**src/rtl/pc_fetch_sequencer_pkg.sv**
```systemverilog
// pc_fetch_sequencer_pkg
//   Shared defaults and types for the fetch sequencer slice.
//   - DEF_* : default widths / increment / reset address
//   - state_t : sequencer state (FETCH / ISSUE / HALT); 2'd3 is unused
//     and decodes back to FETCH.
package pc_fetch_sequencer_pkg;

   localparam int unsigned DEF_ADDR_WIDTH = 32;
   localparam int unsigned DEF_INST_WIDTH = 32;
   localparam int unsigned DEF_PC_INCR    = 1;
   localparam int unsigned DEF_CNT_WIDTH  = 16;

   typedef enum logic [1:0] {
      S_FETCH = 2'd0,
      S_ISSUE = 2'd1,
      S_HALT  = 2'd2
   } state_t;

endpackage

```
**src/rtl/pc_fetch_sequencer_if.sv**
```systemverilog
// pc_fetch_sequencer_if
//   Bundles the instruction-memory, decode, execute-redirect and status
//   signals of the fetch sequencer.
//   master : sequencer side (drives imem_req/addr, inst_*, halted, pc_out,
//            issue_count; samples imem_ack/rdata, inst_ready, redirect_*,
//            halt_req)
//   slave  : environment side (memory, decode, execute)
interface pc_fetch_sequencer_if #(
   parameter int unsigned ADDR_WIDTH = 32,
   parameter int unsigned INST_WIDTH = 32,
   parameter int unsigned CNT_WIDTH  = 16
);
   logic                  imem_req;
   logic [ADDR_WIDTH-1:0] imem_addr;
   logic                  imem_ack;
   logic [INST_WIDTH-1:0] imem_rdata;
   logic                  inst_valid;
   logic                  inst_ready;
   logic [INST_WIDTH-1:0] inst_out;
   logic [ADDR_WIDTH-1:0] inst_pc;
   logic                  redirect_valid;
   logic [ADDR_WIDTH-1:0] redirect_addr;
   logic                  halt_req;
   logic                  halted;
   logic [ADDR_WIDTH-1:0] pc_out;
   logic [CNT_WIDTH-1:0]  issue_count;

   modport master (
      output imem_req, imem_addr,
      input  imem_ack, imem_rdata,
      output inst_valid, inst_out, inst_pc,
      input  inst_ready,
      input  redirect_valid, redirect_addr, halt_req,
      output halted, pc_out, issue_count
   );

   modport slave (
      input  imem_req, imem_addr,
      output imem_ack, imem_rdata,
      input  inst_valid, inst_out, inst_pc,
      output inst_ready,
      output redirect_valid, redirect_addr, halt_req,
      input  halted, pc_out, issue_count
   );
endinterface

```
**src/rtl/pc_fetch_sequencer_pc_next_sel.sv**
```systemverilog
// pc_next_sel
//   Combinational next-PC select for the fetch sequencer.
//   Inputs : state, pc, redirect_valid/redirect_addr, inst_ready
//   Outputs: pc_next (hold / pc+PC_INCR / redirect_addr),
//            accept (decode took the instruction and it was not squashed)
//   A redirect overrides every other update in every state.
module pc_next_sel
   import pc_fetch_sequencer_pkg::*;
#(
   parameter int unsigned ADDR_WIDTH = DEF_ADDR_WIDTH,
   parameter int unsigned PC_INCR    = DEF_PC_INCR
) (
   input  state_t                state,
   input  logic [ADDR_WIDTH-1:0] pc,
   input  logic                  redirect_valid,
   input  logic [ADDR_WIDTH-1:0] redirect_addr,
   input  logic                  inst_ready,
   output logic [ADDR_WIDTH-1:0] pc_next,
   output logic                  accept
);

   always_comb begin
      accept  = (state == S_ISSUE) && inst_ready && !redirect_valid;
      pc_next = pc;
      if (redirect_valid) begin
         pc_next = redirect_addr;
      end else if (accept) begin
         // Wraps modulo 2^ADDR_WIDTH by construction.
         pc_next = pc + ADDR_WIDTH'(PC_INCR);
      end
   end

endmodule

```
**src/rtl/pc_fetch_sequencer.sv**
```systemverilog
// pc_fetch_sequencer
//   Holds the architectural PC, issues one instruction-memory fetch at a
//   time and presents the fetched word to decode over valid/ready.
//   Execute redirects, halt/resume and an issued-instruction counter are
//   handled here.
//   Ports:
//     clk  - clock, rising edge
//     rst  - asynchronous active-low reset
//     bus  - pc_fetch_sequencer_if.master (imem, decode, redirect, status)
module pc_fetch_sequencer
   import pc_fetch_sequencer_pkg::*;
#(
   parameter int unsigned           ADDR_WIDTH = DEF_ADDR_WIDTH,
   parameter int unsigned           INST_WIDTH = DEF_INST_WIDTH,
   parameter int unsigned           PC_INCR    = DEF_PC_INCR,
   parameter logic [ADDR_WIDTH-1:0] RESET_ADDR = '0,
   parameter int unsigned           CNT_WIDTH  = DEF_CNT_WIDTH
) (
   input  logic                  clk,
   input  logic                  rst,
   pc_fetch_sequencer_if.master  bus
);

   state_t                state;
   state_t                state_nx;
   logic [ADDR_WIDTH-1:0] pc;
   logic [ADDR_WIDTH-1:0] pc_next;
   logic                  accept;
   logic                  pending;
   logic [ADDR_WIDTH-1:0] req_addr;
   logic                  req_live;
   logic [INST_WIDTH-1:0] inst_q;
   logic [ADDR_WIDTH-1:0] inst_pc_q;
   logic [CNT_WIDTH-1:0]  cnt;
   logic                  fetch_ack;

   // req_live holds the request low from reset until the first clock
   // edge after rst deasserts, so imem_req stays a pure register decode.
   assign fetch_ack = (state == S_FETCH) && req_live && bus.imem_ack;

   pc_next_sel #(
      .ADDR_WIDTH (ADDR_WIDTH),
      .PC_INCR    (PC_INCR)
   ) u_pc_next_sel (
      .state          (state),
      .pc             (pc),
      .redirect_valid (bus.redirect_valid),
      .redirect_addr  (bus.redirect_addr),
      .inst_ready     (bus.inst_ready),
      .pc_next        (pc_next),
      .accept         (accept)
   );

   // State register
   always_ff @(posedge clk or negedge rst) begin
      if (!rst) begin
         state <= S_FETCH;
      end else begin
         state <= state_nx;
      end
   end

   // Next-state logic
   always_comb begin
      state_nx = state;
      case (state)
         S_FETCH: begin
            if (fetch_ack && !pending && !bus.redirect_valid) begin
               state_nx = S_ISSUE;
            end
         end
         S_ISSUE: begin
            if (bus.redirect_valid) begin
               state_nx = S_FETCH;
            end else if (bus.inst_ready) begin
               state_nx = bus.halt_req ? S_HALT : S_FETCH;
            end
         end
         S_HALT: begin
            if (bus.redirect_valid) begin
               state_nx = S_FETCH;
            end
         end
         default: state_nx = S_FETCH;
      endcase
   end

   // Outputs decoded from registered state only
   always_comb begin
      bus.imem_req   = 1'b0;
      bus.inst_valid = 1'b0;
      bus.halted     = 1'b0;
      case (state)
         S_FETCH: bus.imem_req   = req_live;
         S_ISSUE: bus.inst_valid = 1'b1;
         S_HALT:  bus.halted     = 1'b1;
         default: ;
      endcase
   end

   // While a redirected fetch is still outstanding, pc already holds the
   // target; the request address stays on the original until the ack.
   assign bus.imem_addr   = pending ? req_addr : pc;
   assign bus.inst_out    = inst_q;
   assign bus.inst_pc     = inst_pc_q;
   assign bus.pc_out      = pc;
   assign bus.issue_count = cnt;

   // Datapath registers
   always_ff @(posedge clk or negedge rst) begin
      if (!rst) begin
         pc        <= RESET_ADDR;
         pending   <= 1'b0;
         req_addr  <= '0;
         req_live  <= 1'b0;
         inst_q    <= '0;
         inst_pc_q <= '0;
         cnt       <= '0;
      end else begin
         req_live <= 1'b1;
         pc       <= pc_next;
         if ((state == S_FETCH) && req_live) begin
            if (bus.imem_ack) begin
               pending <= 1'b0;
               if (!pending && !bus.redirect_valid) begin
                  inst_q    <= bus.imem_rdata;
                  inst_pc_q <= pc;
               end
            end else if (bus.redirect_valid) begin
               pending <= 1'b1;
               // Only the first redirect captures the in-flight address.
               if (!pending) begin
                  req_addr <= pc;
               end
            end
         end
         if (accept) begin
            cnt <= cnt + CNT_WIDTH'(1);
         end
      end
   end

endmodule
```
**src/flat_wrapper.sv**
```systemverilog
// flat-port wrapper written by rule: the top's interface ports become plain ports
module pc_fetch_sequencer_flat import pc_fetch_sequencer_pkg::*;
#(
   parameter int unsigned           ADDR_WIDTH = DEF_ADDR_WIDTH,
   parameter int unsigned           INST_WIDTH = DEF_INST_WIDTH,
   parameter int unsigned           PC_INCR    = DEF_PC_INCR,
   parameter logic [ADDR_WIDTH-1:0] RESET_ADDR = '0,
   parameter int unsigned           CNT_WIDTH  = DEF_CNT_WIDTH
)
  (clk, rst, bus_imem_req, bus_imem_addr, bus_imem_ack, bus_imem_rdata, bus_inst_valid, bus_inst_out, bus_inst_pc, bus_inst_ready, bus_redirect_valid, bus_redirect_addr, bus_halt_req, bus_halted, bus_pc_out, bus_issue_count);
  pc_fetch_sequencer_if #(.ADDR_WIDTH(ADDR_WIDTH), .INST_WIDTH(INST_WIDTH), .CNT_WIDTH(CNT_WIDTH)) bus_i ();
  input  logic clk;
  input  logic rst;
  output wire logic [$bits(bus_i.imem_req)-1:0] bus_imem_req;
  output wire logic [$bits(bus_i.imem_addr)-1:0] bus_imem_addr;
  input wire logic [$bits(bus_i.imem_ack)-1:0] bus_imem_ack;
  input wire logic [$bits(bus_i.imem_rdata)-1:0] bus_imem_rdata;
  output wire logic [$bits(bus_i.inst_valid)-1:0] bus_inst_valid;
  output wire logic [$bits(bus_i.inst_out)-1:0] bus_inst_out;
  output wire logic [$bits(bus_i.inst_pc)-1:0] bus_inst_pc;
  input wire logic [$bits(bus_i.inst_ready)-1:0] bus_inst_ready;
  input wire logic [$bits(bus_i.redirect_valid)-1:0] bus_redirect_valid;
  input wire logic [$bits(bus_i.redirect_addr)-1:0] bus_redirect_addr;
  input wire logic [$bits(bus_i.halt_req)-1:0] bus_halt_req;
  output wire logic [$bits(bus_i.halted)-1:0] bus_halted;
  output wire logic [$bits(bus_i.pc_out)-1:0] bus_pc_out;
  output wire logic [$bits(bus_i.issue_count)-1:0] bus_issue_count;
  assign bus_imem_req = bus_i.imem_req;
  assign bus_imem_addr = bus_i.imem_addr;
  assign bus_i.imem_ack = bus_imem_ack;
  assign bus_i.imem_rdata = bus_imem_rdata;
  assign bus_inst_valid = bus_i.inst_valid;
  assign bus_inst_out = bus_i.inst_out;
  assign bus_inst_pc = bus_i.inst_pc;
  assign bus_i.inst_ready = bus_inst_ready;
  assign bus_i.redirect_valid = bus_redirect_valid;
  assign bus_i.redirect_addr = bus_redirect_addr;
  assign bus_i.halt_req = bus_halt_req;
  assign bus_halted = bus_i.halted;
  assign bus_pc_out = bus_i.pc_out;
  assign bus_issue_count = bus_i.issue_count;
  pc_fetch_sequencer #(.ADDR_WIDTH(ADDR_WIDTH), .INST_WIDTH(INST_WIDTH), .PC_INCR(PC_INCR), .RESET_ADDR(RESET_ADDR), .CNT_WIDTH(CNT_WIDTH)) u_core (.clk(clk), .rst(rst), .bus(bus_i));
endmodule
```
**config.mk**
```make
export PLATFORM = sky130hd
export DESIGN_NAME = pc_fetch_sequencer_flat
export DESIGN_NICKNAME = d
export VERILOG_FILES = /design/src/rtl/pc_fetch_sequencer_pkg.sv /design/src/rtl/pc_fetch_sequencer_if.sv /design/src/rtl/pc_fetch_sequencer_pc_next_sel.sv /design/src/rtl/pc_fetch_sequencer.sv /design/src/flat_wrapper.sv
export SDC_FILE = /design/constraint.sdc
export NUM_CORES = 1
export LEC_CHECK = 0
export CORE_MARGIN = 2
export CORE_UTILIZATION = 50
export CTS_CLUSTER_SIZE = 30
export DETAILED_ROUTE_END_ITERATION = 8
export MAX_ROUTING_LAYER = met4
export PLACE_DENSITY = 0.84
export SKIP_CTS_REPAIR_TIMING = 1
export SYNTH_ARGS = -nofsm -noshare
export SYNTH_HDL_FRONTEND = slang
export SYNTH_SLANG_ARGS = --single-unit
export TNS_END_PERCENT = 20
```
**constraint.sdc**
```tcl
create_clock -name clk -period 5.6 [get_ports clk]
set_input_delay 0.56 -clock clk [delete_from_list [all_inputs] [get_ports clk]]
set_output_delay 0.56 -clock clk [all_outputs]
set_load 0.1 [all_outputs]
```
* Word level (Yosys, flattened, before mapping)
Index checks and enable logic that the tools add are counted.
** Storage, ports and cells
- Bits in registers :: 148
- Bits of input ports :: 70
- Output and inout bits :: 147
- Word-level logic and storage cells :: 46
** Operators by class
- Add/subtract/negate cells :: 2
- Equal/unequal tests :: 5
- Muxes and demuxes :: 14
- Bitwise logic cells :: 1
- Reduce and logical (&&, ||, !) cells :: 16
** Operators by type and width (count)
- 32-bit two-way mux :: 3
- 32-bit by 1-bit adder with 32-bit output, second input constant :: 1
- 16-bit by 1-bit adder with 16-bit output, second input constant :: 1
- 2-bit two-way mux :: 5
- 3-bit AND reduction :: 3
- 1-bit logical AND :: 7
- 2-bit case mux with 3 select lines :: 1
- 1-bit two-way mux :: 5
- 2-bit inequality test, second input constant :: 2
- 2-bit nonzero test :: 2
- 3-bit inequality test, second input constant :: 1
- 2-bit by 1-bit equality test with 1-bit output, second input constant :: 1
- 2-bit equality test, second input constant :: 1
- 1-bit logical NOT :: 2
- 2-bit logical NOT :: 1
- 2-bit AND reduction :: 1
- 1-bit NOT :: 1

* Longest topological paths before layout
Gate-level depths: netlist (run 1).
- Depth after elaboration :: 7
- Depth in mapped cells :: 8
- Depth with buffers taken out :: 5

* Cells and area by module
Synthesis (run 1) repeated with hierarchy kept, for this count alone.
** Second synthesis, totals
- Cell total of the unflattened synthesis :: 546
- Area, all modules :: 6965.4 µm²
** Modules (own cells, without submodules)
- pc_fetch_sequencer :: instances 1, cells each 346, area an instance 5815.6 µm², sequential area each 3703.6 µm²
- pc_next_sel :: instances 1, cells each 200, area an instance 1149.9 µm², sequential area each 0.0 µm²

* Worst setup path before layout (run 1)
OpenSTA, ideal clock, no wires.
- Path kind :: flip-flop to flip-flop
- From :: reg u_core.state[0]
- To :: reg u_core.inst_pc_q[3], in the netlist u_core.bus.inst_pc[3]
- Setup time :: 0.126 ns
- Arrival :: 4.079 ns
- Required time :: 5.474 ns
- Path slack :: 1.395 ns
- Stages on the path, launching flop included :: 5
- Buffers on the path :: 1
- Clock period less this slack :: 4.205 ns
- Path through :: dfrtp_1 > nor3b_1 > nand3_1 > clkbuf_1 > mux2_2
** Between the ends
- Cells in the longest elaborated chain, start to end :: 3
** Ends and longest elaborated chain
- from (decl) :: line pc_fetch_sequencer.sv:24 : state_t state;
- from (signal assigned) :: line pc_fetch_sequencer.sv:59 : state <= state_nx;
- 2-bit logical NOT :: line pc_fetch_sequencer.sv:122 : if ((state == S_FETCH) && req_live) begin
- 1-bit logical AND :: line pc_fetch_sequencer.sv:122
- 3-bit AND reduction (no source line)
- to (signal assigned) :: line pc_fetch_sequencer.sv:127 : inst_pc_q <= pc;
- to (decl) :: line pc_fetch_sequencer.sv:33 : logic [ADDR_WIDTH-1:0] inst_pc_q;
No other way between the ends.
A chain may end at the register's enable or synchronous reset.

* Worst setup path in the final report (run 1)
- From :: reg u_core.pending
- To :: out bus_imem_addr[22]
** Between the ends
- Cells in the longest elaborated chain, start to end :: 1
** Ends and longest elaborated chain
- from (decl) :: line pc_fetch_sequencer.sv:29 : logic pending;
- from (signal assigned) :: line pc_fetch_sequencer.sv:113 : pending <= 1'b0;
- from (signal assigned) :: line pc_fetch_sequencer.sv:124 : pending <= 1'b0;
- from (signal assigned) :: line pc_fetch_sequencer.sv:130 : pending <= 1'b1;
- 32-bit two-way mux :: line pc_fetch_sequencer.sv:103 : assign bus.imem_addr = pending ? req_addr : pc;
- to (decl) :: line flat_wrapper.sv:15 : output wire logic [$bits(bus_i.imem_addr)-1:0] bus_imem_addr;
No other way between the ends.

==> results summary, run 1 <==
The clock buffer count from CTS came out at 17. The largest individual stage delay along the critical path comes from the cell sky130_fd_sc_hd__clkdlybuf4s50_1. The completed layout was analyzed and its total power is 5.71 mW. The routability-driven placement congestion ratio came out at 0.801. The Yosys step of the flow raised 0 warnings. After layout, the worst path uses 61.2% of the clock period. The count of buffers added on input and output ports is 216. The mean number of vias per cell came out at 5.57. The initial antenna violation count is 0. The largest vdd supply drop is 0.417 mV. The internal reg-to-reg setup slack came out at 2830 ps.

After synthesis, the cell types taking the most area are sky130_fd_sc_hd__dfrtp_1 56%, sky130_fd_sc_hd__mux2_2 20%, sky130_fd_sc_hd__a31oi_1 2.2%, sky130_fd_sc_hd__xnor2_1 2.1%, sky130_fd_sc_hd__o31ai_1 1.9%. The distinct cell type count after synthesis came out at 39. The worst setup skew after layout came out at 6.98 ps. The via count of the first global-routing pass came out at 5350. The CTS tree is done.

The placed cell area came out at 8940 um2. The largest incremental delay on the critical path came out at 1170 ps. The simple-gate area share of the yosys netlist is 11.6%. The final max-slew violation count was 0. The share of synthesized flip-flops with an asynchronous set or reset is 100%. The mean cell area of the mapped netlist came out at 12.2 um2. Summing over every cut layer, the via total after detailed routing is 5245. The critical path is of the reg -> out type. The die covers 14200 um2. The clock tree synthesis step divided the H-tree into 4 levels. The wire length of the first global-routing pass is 28300 um. At the pin with the least slew margin, the transition time is 1090 ps.

For this block, the initial DRC count from the detailed router was 340. The gate count after technology mapping is 546. After synthesis, the share of cell area in mux cells is 20.3%. The final layout contains routed wiring with a total length of 18000 um. For the worst-skew pair, the clock arrives at the later sink with an insertion delay of 410 ps.

The total inserted antenna cells came out at 0. The post-synthesis sequential element count is 148. After global routing the overflow that remains totals 0. The path class of the tightest hold or removal check is in -> async. The adder-cell share of the synthesized area is 0.376%.

The category of the worst setup path launch point is a flip-flop. The sequential area share after synthesis came out at 55.7%. The standby leakage power came out at 3.84 nW. For the final routed database, the setup TNS stands at 0 ps. Of the total synthesized cell area, the portion taken by XOR and XNOR cells is 3.03%.

The area growth from synthesis to layout is 43.7%. The number of synthesized flops with an enable pin is 0. sky130_fd_sc_hd__dfrtp_1 takes more of the synthesized area than any other cell. The minimum period implied by the final worst setup slack came out at 3430 ps. The critical path goes through mux2_2 > clkdlybuf4s50_1.

The worst slew margin relative to its limit came out at 27.4%. By area, the combinational part of the netlist is dominated by multiplexers. The share of the synthesized area in compound gates (AO/OA/AOI/OAI) is 6.32%.

Setup repair after global routing left no endpoint under its margin. The net count reported at finish came out at 825. The highest clock rate came out at 292 MHz. The largest net degree at the start of global routing is 92.

Along the worst path, the maximum fanout reaches 39. Setup violations remaining at the end of the flow were counted as 0. In this run the core area contains 42 standard-cell rows.

The share of the synthesized area in the top cell type is 55.7%. In this design, the largest share of critical-path delay is due to buffers and inverters. The global router's overall resource usage came out at 26.4%. The floorplan step set the die height to 119 um. The number of maximum-capacitance violations came out at 0. The clock net sink count is 148. The share of cells above drive strength 1 is 21.0%. The buffers plus inverters on the worst setup path is 1. The clock tree buffer depth came out at 2.

In this run the remaining antenna-violating nets after routing total 0. The number of endpoints with negative hold slack in the final report was 0. The half-perimeter wire length after placement came out at 12300 um. Once the floorplan was initialized, standard cells occupied 50.6% of the core. The run finished with clean final reports.

Before antenna repair, the detailed router went through 4 iterations. The number of instances in the placed design came out at 910. The number of fill cells in the layout came out at 931. The final design area excluding fillers is 9550 um2.

The final routed wire length divided by cell count is 19.1 um. For this run, the number of standard cells in the final layout without fillers is 942. For this run, the leading register cell type out of synthesis is sky130_fd_sc_hd__dfrtp_1.

STA classifies the critical path endpoint as an output pin. The number of design rule violations left after detail routing came out at 0. The number of ports placed on the die boundary is 217.

The synthesized area is 6650 um2. The post-synthesis net count is 618. The arrival time at the worst endpoint came out at 2870 ps. The placeable core region came out at 13100 um2. The tree is rooted in a sky130_fd_sc_hd__clkbuf_16. The overall die width came out at 119 um. The required time at the worst-slack endpoint is 5040 ps.

Dividing total power by cell area gives a power density of 598 nW/um2. After clock tree synthesis, the clock-pin slew on the worst setup and hold paths is 60 ps.
==> routing by layer <==
layer / up-vias / global-route usage (%) / part of all wire [%]
met5: - / - / 0
met4: 0 / 10.6 / 2.8
met3: 36 / 6.47 / 6.5
met2: 197 / 43.0 / 51
met1: 2596 / 31.8 / 40
li1: 2416 / - / -
==> layout make-up <==
| cell class | instances | area [um2] | area share (%) |
|---|---|---|---|
| sequential | 148 | 3700 | 38.8 |
| multi-input combinational | 358 | 2790 | 29.2 |
| timing repair buffer | 219 | 2190 | 22.9 |
| clock buffer | 22 | 494 | 5.17 |
| tap | 176 | 220 | 2.31 |
| clock inverter | 10 | 121 | 1.27 |
| inverter | 9 | 33.8 | 0.354 |
==> cells in the final DEF, fill, tap and decap left out, types with 2 or more instances in the layout <==
cell type                         netlist  final
sky130_fd_sc_hd__nand2_1               33     33
sky130_fd_sc_hd__dfrtp_1              148    147
sky130_fd_sc_hd__or3_1                  5      5
sky130_fd_sc_hd__or2_2                  2      2
sky130_fd_sc_hd__and3_1                 3      3
sky130_fd_sc_hd__buf_4                  0      3
sky130_fd_sc_hd__clkbuf_8               0      5
sky130_fd_sc_hd__clkbuf_16              0     17
sky130_fd_sc_hd__and2_1                 3      3
sky130_fd_sc_hd__bufinv_16              0      2
sky130_fd_sc_hd__nand4_1               10     10
sky130_fd_sc_hd__a21oi_1                3      3
sky130_fd_sc_hd__and4_1                 5      5
sky130_fd_sc_hd__or4_1                 17     17
sky130_fd_sc_hd__nand3_1               19     18
sky130_fd_sc_hd__nor2_1                30     29
sky130_fd_sc_hd__clkdlybuf4s50_1        0    215
sky130_fd_sc_hd__mux2_1                 2      2
sky130_fd_sc_hd__clkinvlp_4             0      7
sky130_fd_sc_hd__nor4_1                 3      3
sky130_fd_sc_hd__nor3_1                 3      3
sky130_fd_sc_hd__xor2_1                 7      7
sky130_fd_sc_hd__nand3b_1               2      2
sky130_fd_sc_hd__o21ai_0               25     25
sky130_fd_sc_hd__ha_1                   2      2
sky130_fd_sc_hd__inv_1                  8      8
sky130_fd_sc_hd__o31ai_1               17     17
sky130_fd_sc_hd__mux2_2               117    117
sky130_fd_sc_hd__xnor2_1               16     16
sky130_fd_sc_hd__a31oi_1               23     23
==> cell families after synthesis <==
family                   count (synthesis)
flip-flops                             148
AND/OR/NAND/NOR                        143
multiplexers                           120
AO/OA/AOI/OAI                           69
buffers and inverters                   40
XOR/XNOR                                23
adder cells (fa/ha/maj)                  2
other                                    1
==> flip-flops by register name, summed over array words and instances (netlist names) <==
register,count
u_core.bus.inst_pc,32
u_core.state,2
u_core.bus.issue_count,16
u_core.bus.pc_out,32
u_core.req_addr,32
u_core.pending,1
u_core.bus.inst_out,32
u_core.req_live,1
==> worst paths after layout <==
kind,start,end,depth (start not counted)
worst max-delay path,u_core.pending$_DFFE_PN0P_,bus_imem_addr[22],2
worst min-delay path,rst,u_core.bus.inst_out[29]$_DFFE_PN0P_,1
worst max register to register,u_core.state[0]$_DFFE_PN0P_,u_core.bus.inst_pc[16]$_DFFE_PN0P_,3
worst min register to register,u_core.bus.inst_pc[6]$_DFFE_PN0P_,u_core.bus.inst_pc[6]$_DFFE_PN0P_,2
max in group asynchronous,rst,u_core.pending$_DFFE_PN0P_,2
min in group clk,u_core.bus.inst_pc[6]$_DFFE_PN0P_,u_core.bus.inst_pc[6]$_DFFE_PN0P_,2
==> report_power, final <==
group | switching, mW | internal, mW
Sequential | 0.205 | 1.36
Combinational | 2.25 | 0.741
Clock | 0.437 | 0.716
==> stage by stage <==
step / hold WS, ps / setup slack, ps / utilization [%]
5_1_grt: 265 / 2050 / 72.7
3_3_place_gp: 463 / 2700 / 68.0
4_1_cts: 246 / 2140 / 72.7
6_report: 201 / 2170 / 72.7
2_1_floorplan: 264 / 1390 / -
3_5_place_dp: 471 / 2590 / 68.0
==> Yosys cell counts, types with 2 or more instances <==
master                       n
sky130_fd_sc_hd__a21oi_1     3
sky130_fd_sc_hd__a31oi_1    23
sky130_fd_sc_hd__and2_1      3
sky130_fd_sc_hd__and3_1      3
sky130_fd_sc_hd__and4_1      5
sky130_fd_sc_hd__buf_2       6
sky130_fd_sc_hd__buf_6       2
sky130_fd_sc_hd__clkbuf_1   23
sky130_fd_sc_hd__dfrtp_1   148
sky130_fd_sc_hd__ha_1        2
sky130_fd_sc_hd__inv_1       8
sky130_fd_sc_hd__mux2_1      2
sky130_fd_sc_hd__mux2_2    117
sky130_fd_sc_hd__nand2_1    33
sky130_fd_sc_hd__nand3_1    19
sky130_fd_sc_hd__nand3b_1    2
sky130_fd_sc_hd__nand4_1    10
sky130_fd_sc_hd__nor2_1     30
sky130_fd_sc_hd__nor3_1      3
sky130_fd_sc_hd__nor4_1      3
sky130_fd_sc_hd__o21ai_0    25
sky130_fd_sc_hd__o31ai_1    17
sky130_fd_sc_hd__or2_2       2
sky130_fd_sc_hd__or3_1       5
sky130_fd_sc_hd__or4_1      17
sky130_fd_sc_hd__xnor2_1    16
sky130_fd_sc_hd__xor2_1      7
==> worst register-to-register path, stage by stage, from the launching register on <==
cell,delay (ps)
sky130_fd_sc_hd__dfrtp_1,450
sky130_fd_sc_hd__nor3b_1,660
sky130_fd_sc_hd__nand3_4,910
sky130_fd_sc_hd__mux2_2,630
No activity file was read; power rests on OpenSTA's default activity.
==> run 2: changes to the inputs <==
--- a/config.mk
+++ b/config.mk
@@ -6,11 +6,11 @@
 export NUM_CORES = 1
 export LEC_CHECK = 0
 export CORE_MARGIN = 2
-export CORE_UTILIZATION = 50
+export CORE_UTILIZATION = 46
 export CTS_CLUSTER_SIZE = 30
 export DETAILED_ROUTE_END_ITERATION = 8
 export MAX_ROUTING_LAYER = met4
-export PLACE_DENSITY = 0.84
+export PLACE_DENSITY = 0.78
 export SKIP_CTS_REPAIR_TIMING = 1
 export SYNTH_ARGS = -nofsm -noshare
 export SYNTH_HDL_FRONTEND = slang
==> constraint.sdc (replaced) <==
create_clock -name clk -period 3.2 [get_ports clk]
set_input_delay 0.32 -clock clk [delete_from_list [all_inputs] [get_ports clk]]
set_output_delay 0.32 -clock clk [all_outputs]
set_load 0.1 [all_outputs]
==> results summary, run 2 (synthesized netlist as in run 1, its figures left out) <==
The arrival time at the worst endpoint came out at 2100 ps. The master cell of the clock root buffer is sky130_fd_sc_hd__clkbuf_16. The number of endpoints failing setup at the final stage came out at 0. The worst slew margin relative to its limit came out at 28.9%. Setup repair after global routing left no endpoint under its margin. Across the VDD grid, the largest voltage drop is 0.659 mV. The number of maximum-capacitance violations is 0.

In the layout the commonest cells are 162 x sky130_fd_sc_hd__clkdlybuf4s50_1, 147 x sky130_fd_sc_hd__dfrtp_1, 117 x sky130_fd_sc_hd__mux2_2. The finished cells cover 9540 um2. The cell class contributing the biggest share of worst-path delay is buffers and inverters.

The number of endpoints with negative hold slack in the final report came to 0. Data on the critical path is required at its endpoint by 2880 ps. The die height came out at 124 um. The minimum period implied by the final worst setup slack is 2420 ps. Of the available clock period, the critical path in the final layout requires 75.7%. The mean number of vias per cell is 5.50.

The highest clock rate came out at 413 MHz. At the end of routability-driven placement, the weighted congestion stood at 0.871. The standby leakage power came out at 3.97 nW. The critical-path maximum fanout is 8.

The largest net degree at the start of global routing is 80. TritonCTS created 17 clock buffers. The power per standard cell area came out at 1060 nW/um2. In this run the standard cell core region covers 14000 um2. The post-route core utilization came out at 68.2%.

The net count reported at finish came out at 833. The die is 124 um wide. The clock tree buffer depth came out at 2.

STA classifies the critical path endpoint as an output pin. Detailed routing inserted a total of 5240 vias. 217 I/O pins were placed. The floorplan has 43 rows. Hold is met by 461 ps. The library cell used most frequently in the layout, excluding fill and tap cells, is sky130_fd_sc_hd__clkdlybuf4s50_1. The critical path is of the reg -> out type. The via count of the first global-routing pass is 5434. The area growth from synthesis to layout came out at 43.5%.

The H-tree depth reported by CTS is 4. The wire length of the first global-routing pass came out at 28900 um. The die area came out at 15400 um2.

The largest incremental delay on the critical path came out at 1190 ps. The aggregate global routing overflow came out at 0. The total inserted antenna cells is 0. The initial antenna violation count came out at 0. The slew at the pin with the worst max-slew slack is 1060 ps. Across every metal layer, demand over resource in global routing totals 24.2%. The run finished with clean final reports.

The initial core utilization is 47.5%. The half-perimeter wire length after placement came out at 12900 um. The number of DRC violations after detailed-routing iteration 0 came out at 275. The final routed wire length divided by cell count is 18.9 um. The slowest stage of the critical path belongs to the cell sky130_fd_sc_hd__clkdlybuf4s50_1. The internal reg-to-reg setup slack is 850 ps.

TritonCTS built the clock tree. The number of fill cells in the layout came out at 1087. The final max-slew violation count came to 0. The placed cell area is 8880 um2.

The detailed-router iteration count before antenna repair came out at 4. The share of cells above drive strength 1 came out at 28.5%. The critical path goes through clkdlybuf4s50_1. Once routing completed, OpenROAD measured the worst setup slack at 776 ps. The detail route stage leaves a number of antenna-violating nets equal to 0. The clock network latency to the later pin of the worst-skew pair is 420 ps.

Clock tree synthesis found a total of 148 sinks. The total of buffers placed on input and output ports came out at 216. The total wire length came out at 18000 um. After clock tree synthesis, the clock-pin slew on the worst setup and hold paths is 60 ps. The category of the worst setup path launch point is a flip-flop. The buffers plus inverters on the worst setup path is 1. The tightest min-delay check is of the in -> reg type. The worst setup skew after layout came out at 8.89 ps. OpenSTA, run right after detailed placement, puts the worst setup slack at 625 ps.

The number of design rule violations left after detail routing came out at 0.
[run 2: final timing paths]
kind / from / to / depth (start not counted)
min reg2reg: u_core.bus.inst_pc[6]$_DFFE_PN0P_ / u_core.bus.inst_pc[6]$_DFFE_PN0P_ / 2
max: u_core.bus.pc_out[27]$_DFFE_PN0P_ / bus_pc_out[27] / 1
max reg2reg: u_core.bus.pc_out[2]$_DFFE_PN0P_ / u_core.bus.pc_out[31]$_DFFE_PN0P_ / 4
min: bus_redirect_addr[12] / u_core.bus.pc_out[12]$_DFFE_PN0P_ / 3
min in group asynchronous: rst / u_core.bus.inst_out[28]$_DFFE_PN0P_ / 2
max in group asynchronous: rst / u_core.bus.inst_out[9]$_DFFE_PN0P_ / 3
[run 2: layout make-up]
type                       instances  area, um2  share of cell area (%)
clock buffer                      21        470                    4.93
clock inverter                    10        178                    1.86
inverter                           9       33.8                   0.354
multi-input combinational        358       2800                    29.3
sequential                       148       3700                    38.8
tap                              180        225                    2.36
timing repair buffer             227       2130                    22.3
[run 2: where the power goes]
part           switching, mW  internal [mW]
clock network          0.751           1.44
registers              0.338           2.38
logic                   3.95           1.25
[run 2: routing by layer]
| layer | GRT usage (%) | vias to the layer above | part of all wire (%) |
|---|---|---|---|
| li1 | - | 2413 | - |
| met1 | 29.1 | 2598 | 41 |
| met2 | 39.1 | 195 | 50 |
| met3 | 5.72 | 34 | 6.3 |
| met4 | 11.0 | 0 | 2.6 |
| met5 | - | - | 0 |
[run 2: per-stage QoR]
step	total power, mW	instances	TNS [ps]
after floorplan	6.74	546	-5200
after global placement	7.86	921	0
after detailed placement	7.96	921	0
after CTS	10.1	952	0
after global routing	10.4	953	0
final	10.1	953	0
